**src/rtl/fir_pkg.sv**
```systemverilog
// Shared types and helpers for the FIR output buffer: FSM state encoding and
// the signed saturation function used when FIR_OUT_SAT_EN is defined.
package fir_pkg;

   typedef enum logic [1:0] {
      IDLE = 2'd0,
      RUN  = 2'd1,
      DONE = 2'd2
   } fir_state_e;

   // Clamps a sign-extended 64-bit sample into the signed range of sat_w bits
   function automatic logic signed [63:0] sat_clamp(input logic signed [63:0] v,
                                                    input int sat_w);
      logic signed [63:0] hi;
      logic signed [63:0] lo;
      hi = (64'sd1 <<< (sat_w - 1)) - 64'sd1;
      lo = -(64'sd1 <<< (sat_w - 1));
      if (v > hi)
         return hi;
      else if (v < lo)
         return lo;
      else
         return v;
   endfunction

endpackage

```
**src/rtl/fir_out_fifo.sv**
```systemverilog
// Count-based circular FIFO holding {tlast, data}; read data is forced to zero
// while empty so the downstream bus idles at a known value.
module fir_out_fifo #(
   parameter int WIDTH = 33,
   parameter int DEPTH = 4
) (
   input  logic             axis_clk,
   input  logic             axis_rst_n,
   input  logic             push,
   input  logic [WIDTH-1:0] wr_data,
   input  logic             pop,
   output logic [WIDTH-1:0] rd_data,
   output logic             full,
   output logic             empty
);

   localparam int PW = (DEPTH > 1) ? $clog2(DEPTH) : 1;
   localparam int CW = $clog2(DEPTH + 1);

   logic [WIDTH-1:0] mem [DEPTH];
   logic [PW-1:0]    wr_ptr;
   logic [PW-1:0]    rd_ptr;
   logic [CW-1:0]    count;
   logic             do_push;
   logic             do_pop;

   assign do_push = push && !full;
   assign do_pop  = pop && !empty;
   assign full    = (count == CW'(DEPTH));
   assign empty   = (count == '0);
   assign rd_data = empty ? '0 : mem[rd_ptr];

   // DEPTH is a power of two, so pointer wrap falls out of the natural overflow
   always_ff @(posedge axis_clk or negedge axis_rst_n) begin
      if (!axis_rst_n) begin
         wr_ptr <= '0;
         rd_ptr <= '0;
         count  <= '0;
      end else begin
         if (do_push)
            wr_ptr <= wr_ptr + 1'b1;
         if (do_pop)
            rd_ptr <= rd_ptr + 1'b1;
         if (do_push && !do_pop)
            count <= count + 1'b1;
         else if (!do_push && do_pop)
            count <= count - 1'b1;
      end
   end

   always_ff @(posedge axis_clk) begin
      if (do_push)
         mem[wr_ptr] <= wr_data;
   end

endmodule

```
**src/rtl/fir_out_buf.sv**
```systemverilog
// Output buffer for the FIR y[n] stream: FIFO, run FSM, length tracking and status.
// Optional input saturation is enabled by defining FIR_OUT_SAT_EN.
module fir_out_buf
   import fir_pkg::*;
#(
   parameter int pDATA_WIDTH = 32,
   parameter int DEPTH       = 4,
   parameter int SAT_W       = 16
) (
   input  logic                   axis_clk,
   input  logic                   axis_rst_n,
   input  logic                   s_tvalid,
   input  logic [pDATA_WIDTH-1:0] s_tdata,
   input  logic                   s_tlast,
   output logic                   s_tready,
   output logic                   m_tvalid,
   output logic [pDATA_WIDTH-1:0] m_tdata,
   output logic                   m_tlast,
   input  logic                   m_tready,
   input  logic                   cfg_start,
   input  logic [31:0]            cfg_len,
   output logic [31:0]            sample_cnt,
   output logic                   len_err,
   output logic                   done,
   output logic                   sat_seen
);

   fir_state_e             state;
   logic [31:0]            len_q;
   logic                   full;
   logic                   empty;
   logic                   push;
   logic                   pop;
   logic                   start_ok;
   logic                   rd_last;
   logic                   cnt_at_last;
   logic [pDATA_WIDTH-1:0] proc_data;

   assign start_ok    = (state == IDLE) && cfg_start;
   assign s_tready    = (state == RUN) && !full;
   assign push        = s_tvalid && s_tready;
   assign m_tvalid    = !empty;
   assign pop         = m_tvalid && m_tready;
   assign cnt_at_last = (len_q != 32'd0) && (sample_cnt == len_q - 32'd1);
   assign m_tlast     = rd_last || (m_tvalid && cnt_at_last);
   assign done        = (state == DONE);

`ifdef FIR_OUT_SAT_EN
   logic signed [63:0] wide_in;
   logic signed [63:0] wide_sat;
   logic               clamp_hit;

   assign wide_in   = 64'(signed'(s_tdata));
   assign wide_sat  = sat_clamp(wide_in, SAT_W);
   assign clamp_hit = (wide_sat != wide_in);
   assign proc_data = wide_sat[pDATA_WIDTH-1:0];

   // Sticky clamp indicator, cleared only by the next accepted start
   always_ff @(posedge axis_clk or negedge axis_rst_n) begin
      if (!axis_rst_n)
         sat_seen <= 1'b0;
      else if (start_ok)
         sat_seen <= 1'b0;
      else if (push && clamp_hit)
         sat_seen <= 1'b1;
   end
`else
   logic unused_sat_w;

   assign proc_data    = s_tdata;
   assign sat_seen     = 1'b0;
   assign unused_sat_w = |32'(SAT_W);
`endif

   fir_out_fifo #(
      .WIDTH(pDATA_WIDTH + 1),
      .DEPTH(DEPTH)
   ) u_fifo (
      .axis_clk  (axis_clk),
      .axis_rst_n(axis_rst_n),
      .push      (push),
      .wr_data   ({s_tlast, proc_data}),
      .pop       (pop),
      .rd_data   ({rd_last, m_tdata}),
      .full      (full),
      .empty     (empty)
   );

   // A run ends on whichever comes first: stored tlast or the length-forced last
   always_ff @(posedge axis_clk or negedge axis_rst_n) begin
      if (!axis_rst_n) begin
         state <= IDLE;
         len_q <= 32'd0;
      end else begin
         case (state)
            IDLE: begin
               if (cfg_start) begin
                  state <= RUN;
                  len_q <= cfg_len;
               end
            end
            RUN: begin
               if (pop && m_tlast)
                  state <= DONE;
            end
            DONE:    state <= IDLE;
            default: state <= IDLE;
         endcase
      end
   end

   // len_err flags an upstream tlast that disagrees with the programmed length
   always_ff @(posedge axis_clk or negedge axis_rst_n) begin
      if (!axis_rst_n) begin
         sample_cnt <= 32'd0;
         len_err    <= 1'b0;
      end else if (start_ok) begin
         sample_cnt <= 32'd0;
         len_err    <= 1'b0;
      end else begin
         if (pop && (sample_cnt != '1))
            sample_cnt <= sample_cnt + 32'd1;
         if (pop && rd_last && (len_q != 32'd0) && !cnt_at_last)
            len_err <= 1'b1;
      end
   end

endmodule
```
**config.mk**
```make
export PLATFORM = sky130hd
export DESIGN_NAME = fir_out_buf
export DESIGN_NICKNAME = d
export VERILOG_FILES = /design/src/rtl/fir_pkg.sv /design/src/rtl/fir_out_fifo.sv /design/src/rtl/fir_out_buf.sv
export SDC_FILE = /design/constraint.sdc
export NUM_CORES = 1
export LEC_CHECK = 0
export ABC_AREA = 0
export CORE_MARGIN = 2
export CORE_UTILIZATION = 30
export DETAILED_ROUTE_END_ITERATION = 8
export GPL_TIMING_DRIVEN = 0
export PLACE_DENSITY = 0.59
export SYNTH_ARGS = -nofsm -noshare
export SYNTH_HDL_FRONTEND = slang
export SYNTH_SLANG_ARGS = --single-unit
```
**constraint.sdc**
```tcl
create_clock -name axis_clk -period 3.1 [get_ports axis_clk]
set_input_delay 0.465 -clock axis_clk [delete_from_list [all_inputs] [get_ports axis_clk]]
set_output_delay 0.465 -clock axis_clk [all_outputs]
set_load 0.005 [all_outputs]
```
==> out/metrics.yaml <==
status:
  status: "finished with violations"
  violations: "setup timing"
routing:
  drt-total-wl_um: 23300
  drc: 0
  wl_per_cell_um: 18.4
  drt-initial-drc-count: 275
  dr.pass1.iters: 4
  vias: 6186
  via_per_inst: 4.88
  ant_nets: 0
timing:
  drv_slew: 0
  max_slew_margin_pct: 17.0
  finalSetupTns_ns: -0.658
  clock-skew-final_ns: 0.00868
  whs_ns: 0.352
  finalHoldViolations: 0
  finalSetupViolCount: 1
  setup_ws_ns: -0.658
  grt_setup_unrepaired: "true"
  fmax_mhz: 266
  min_period_over_period_pct: 121
  worst_pin_slew_ns: 1.24
  fin_crit_ns: 3.76
power_and_ir_drop:
  ir_drop_mv: 0.402
  p_comb_share_pct: 36.8
  p_sw_share_pct: 31.3
  leakagePower_nw: 4.34
  seqPwrFrac_pct: 37.3
  p_int_w: 0.00738
  pwr-share-clk_pct: 25.9
  power_density_nw_per_um2: 854
  power.switching_w: 0.00335
critical_path:
  endpoint_kind: "output pin"
  crit_fanout: 7
  reg2reg_to: "state[0]"
  r2r_slack_ns: 0.12
  rr_worst_depth: 8
  cp-start-kind: "register"
  worstSetupPathType: "reg2out"
  arrival_ns: 3.29
  cp_slowest_stage_delay_ns: 0.61
  crit_buf_inv: 1
  reg2reg_from: "len_q[5]"
  path_common_cell: "or4_4"
  cp_slowest_cell: "or4_4"
  required_ns: 2.63
  cp_cell_sequence: "or4_4, or4_4, o31ai_4, o311ai_1, a22oi_1, nand4_1, a21boi_1, buf_2"
  cp_top_family: "simple AND/OR/NAND/NOR gates"
global_route:
  grt_max_degree: 64
  antenna_found_initial: 0
  first_global_vias: 6284
  grt_util_all_layers_pct: 14.0
  grt_pass1_wl_um: 36300
  gr-total-overflow: 0
job:
  max-cap-violations: 0
floorplanning:
  io_pins: 140
  fp.dieH_um: 182
  die_x_um: 182
  start_util_pct: 30.2
  num_rows: 65
  core_um2: 31300
  die_area_um2: 33000
synthesis:
  netlist_top_cells_count: "edfxtp_1 (132), dfrtp_1 (74), nor2_1 (41), xnor2_1 (41), and2_1 (35)"
  yosys.cell_count.top_type: "edfxtp_1"
  ys_seq_area_share_pct: 61.5
  yosysTopAreaCell: "edfxtp_1"
  synth_ff_type: "edfxtp_1"
  synth_top_area_share_pct: 41.9
  avgSynthCellArea_um2: 14.1
  synthCells: 671
  postSynth.asyncResetShare_pct: 35.9
  netlist_area_um2: 9460
  synth-edff-count: 132
  ys_ff_latch: 206
  synthTopCellsByArea: "edfxtp_1 (42%), dfrtp_1 (20%), mux4_2 (7.6%)"
  synthDistinctLibCells: 61
  syn_nets: 749
  ys_warn_count: 0
placed_design:
  placed_cell_area_um2: 11500
  dp_slack_ns: -1.20
  port_buffers: 138
  hpwl_um: 15700
  gp_congestion: 0.771
clocking:
  cts_tree: "built"
  cts_num_sinks: 206
  clockBufferDepth: 3
  numCtsBuffers: 24
  cts.clk_slew.worst_paths_ns: 0.06
  clk_latency_ns: 0.51
  htreeDepth: 1
  cts_root_buffer: "clkbuf_16"
final_layout:
  seq_area_um2: 5830
  fin_util_pct: 40.2
  multi_input_area_um2: 3630
  layout-drive-gt1-share_pct: 21.4
  nets: 929
  final_area_um2: 12600
  syn_to_final_growth_pct: 32.9
  nFillCells: 2937
  diodes: 0
worst_hold_path:
  hold_path.class: "in2async"
-- power groups by stage --
stage                     clock network (W)  logic, W  registers, W
after floorplan                           0   0.00231       0.00384
after global placement                    0   0.00375       0.00396
after detailed placement                  0   0.00383       0.00396
after CTS                           0.00287   0.00402       0.00398
after global routing                0.00299   0.00432       0.00409
final                               0.00278   0.00395       0.00400
-- flip-flops by register name, summed over array words and instances, names as in the netlist --
signal,cells
u_fifo.mem,132
len_q,32
sample_cnt,32
u_fifo.count,3
state,2
u_fifo.rd_ptr,2
u_fifo.wr_ptr,2
len_err,1
-- stage by stage --
| stage | std cells | power, W |
|---|---|---|
| global route | 1268 | 0.0114 |
| CTS | 1264 | 0.0109 |
| detailed placement | 1216 | 0.00779 |
| global placement | 1211 | 0.00771 |
| finish | 1268 | 0.0107 |
| floorplan | 671 | 0.00615 |
-- cell type report --
class                   count  share of cell area, %
flip-flops and latches    206                   46.4
well taps                 402                   4.00
plain buffers              25                   1.21
repair buffers            161                   12.9
clock inverters            12                  0.995
inverters                  14                  0.418
multi-input cells         419                   28.9
clock buffers              29                   5.25
-- layout by cell type (no fill, tap or decap), types with 4 or more instances in the layout --
master	synthesis	layout
and4_1	5	5
or3_1	11	11
clkbuf_1	24	13
nor2_1	41	40
nor4_1	10	7
xnor2_1	41	41
a21oi_1	14	14
nor3_1	19	19
or4_1	10	4
o21ai_0	15	15
ha_1	7	6
clkdlybuf4s50_1	0	136
mux4_2	32	32
o211ai_1	4	4
buf_4	1	19
clkinvlp_4	0	6
mux2_2	31	31
inv_1	14	14
clkbuf_16	0	25
clkbuf_2	0	4
dfrtp_2	0	9
nand3_1	13	13
and3_1	11	7
dfrtp_1	74	64
and2_1	35	36
clkinv_2	0	4
buf_6	4	4
or4_4	2	9
xor2_1	26	26
edfxtp_1	132	132
nand2_1	26	26
and3_2	0	4
nand4_1	9	9
buf_12	0	4
-- cells by family after synthesis --
| kind of cell | Yosys count | share of synthesized area [%] |
|---|---|---|
| other | 1 | 0.0396 |
| adders and majority gates | 8 | 1.14 |
| muxes | 66 | 11.6 |
| and+or+nand+nor | 213 | 12.7 |
| DFF | 206 | 61.5 |
| xor gates and xnor gates | 67 | 6.20 |
| buffers and inverters | 47 | 2.25 |
| AOI/OAI and AO/OA | 63 | 4.63 |
-- worst max-delay path by stage --
stage / from / end / slack, ns / cells after the start
2_1_floorplan: len_q[2] / m_tlast / 0.008 / 9
3_3_place_gp: axis_rst_n / u_fifo.rd_ptr[1] / -1.28 / 1
3_5_place_dp: len_q[2] / m_tlast / -1.20 / 10
4_1_cts: len_q[5] / m_tlast / -0.78 / 9
5_1_grt: len_q[5] / m_tlast / -0.80 / 8
6_report: len_q[5] / m_tlast / -0.66 / 8
-- metal layers --
layer | share of wire, % | track usage, % | vias up
li1 | - | - | 2902
met1 | 43 | 18.0 | 3095
met2 | 48 | 23.7 | 154
met3 | 6.2 | 3.41 | 35
met4 | 2.0 | 3.38 | 0
met5 | 0 | 0 | -
-- what timing repair did --
item,4_1_cts,5_1_grt
hold buffers,1,0
resized for setup,57,14
hold endpoints to repair,11,0
endpoints found under the setup margin,47,48
buffers inserted,11,6
pin swaps,10,9
gates cloned,1,0
Note: power is estimated with default switching activity, not from simulation.
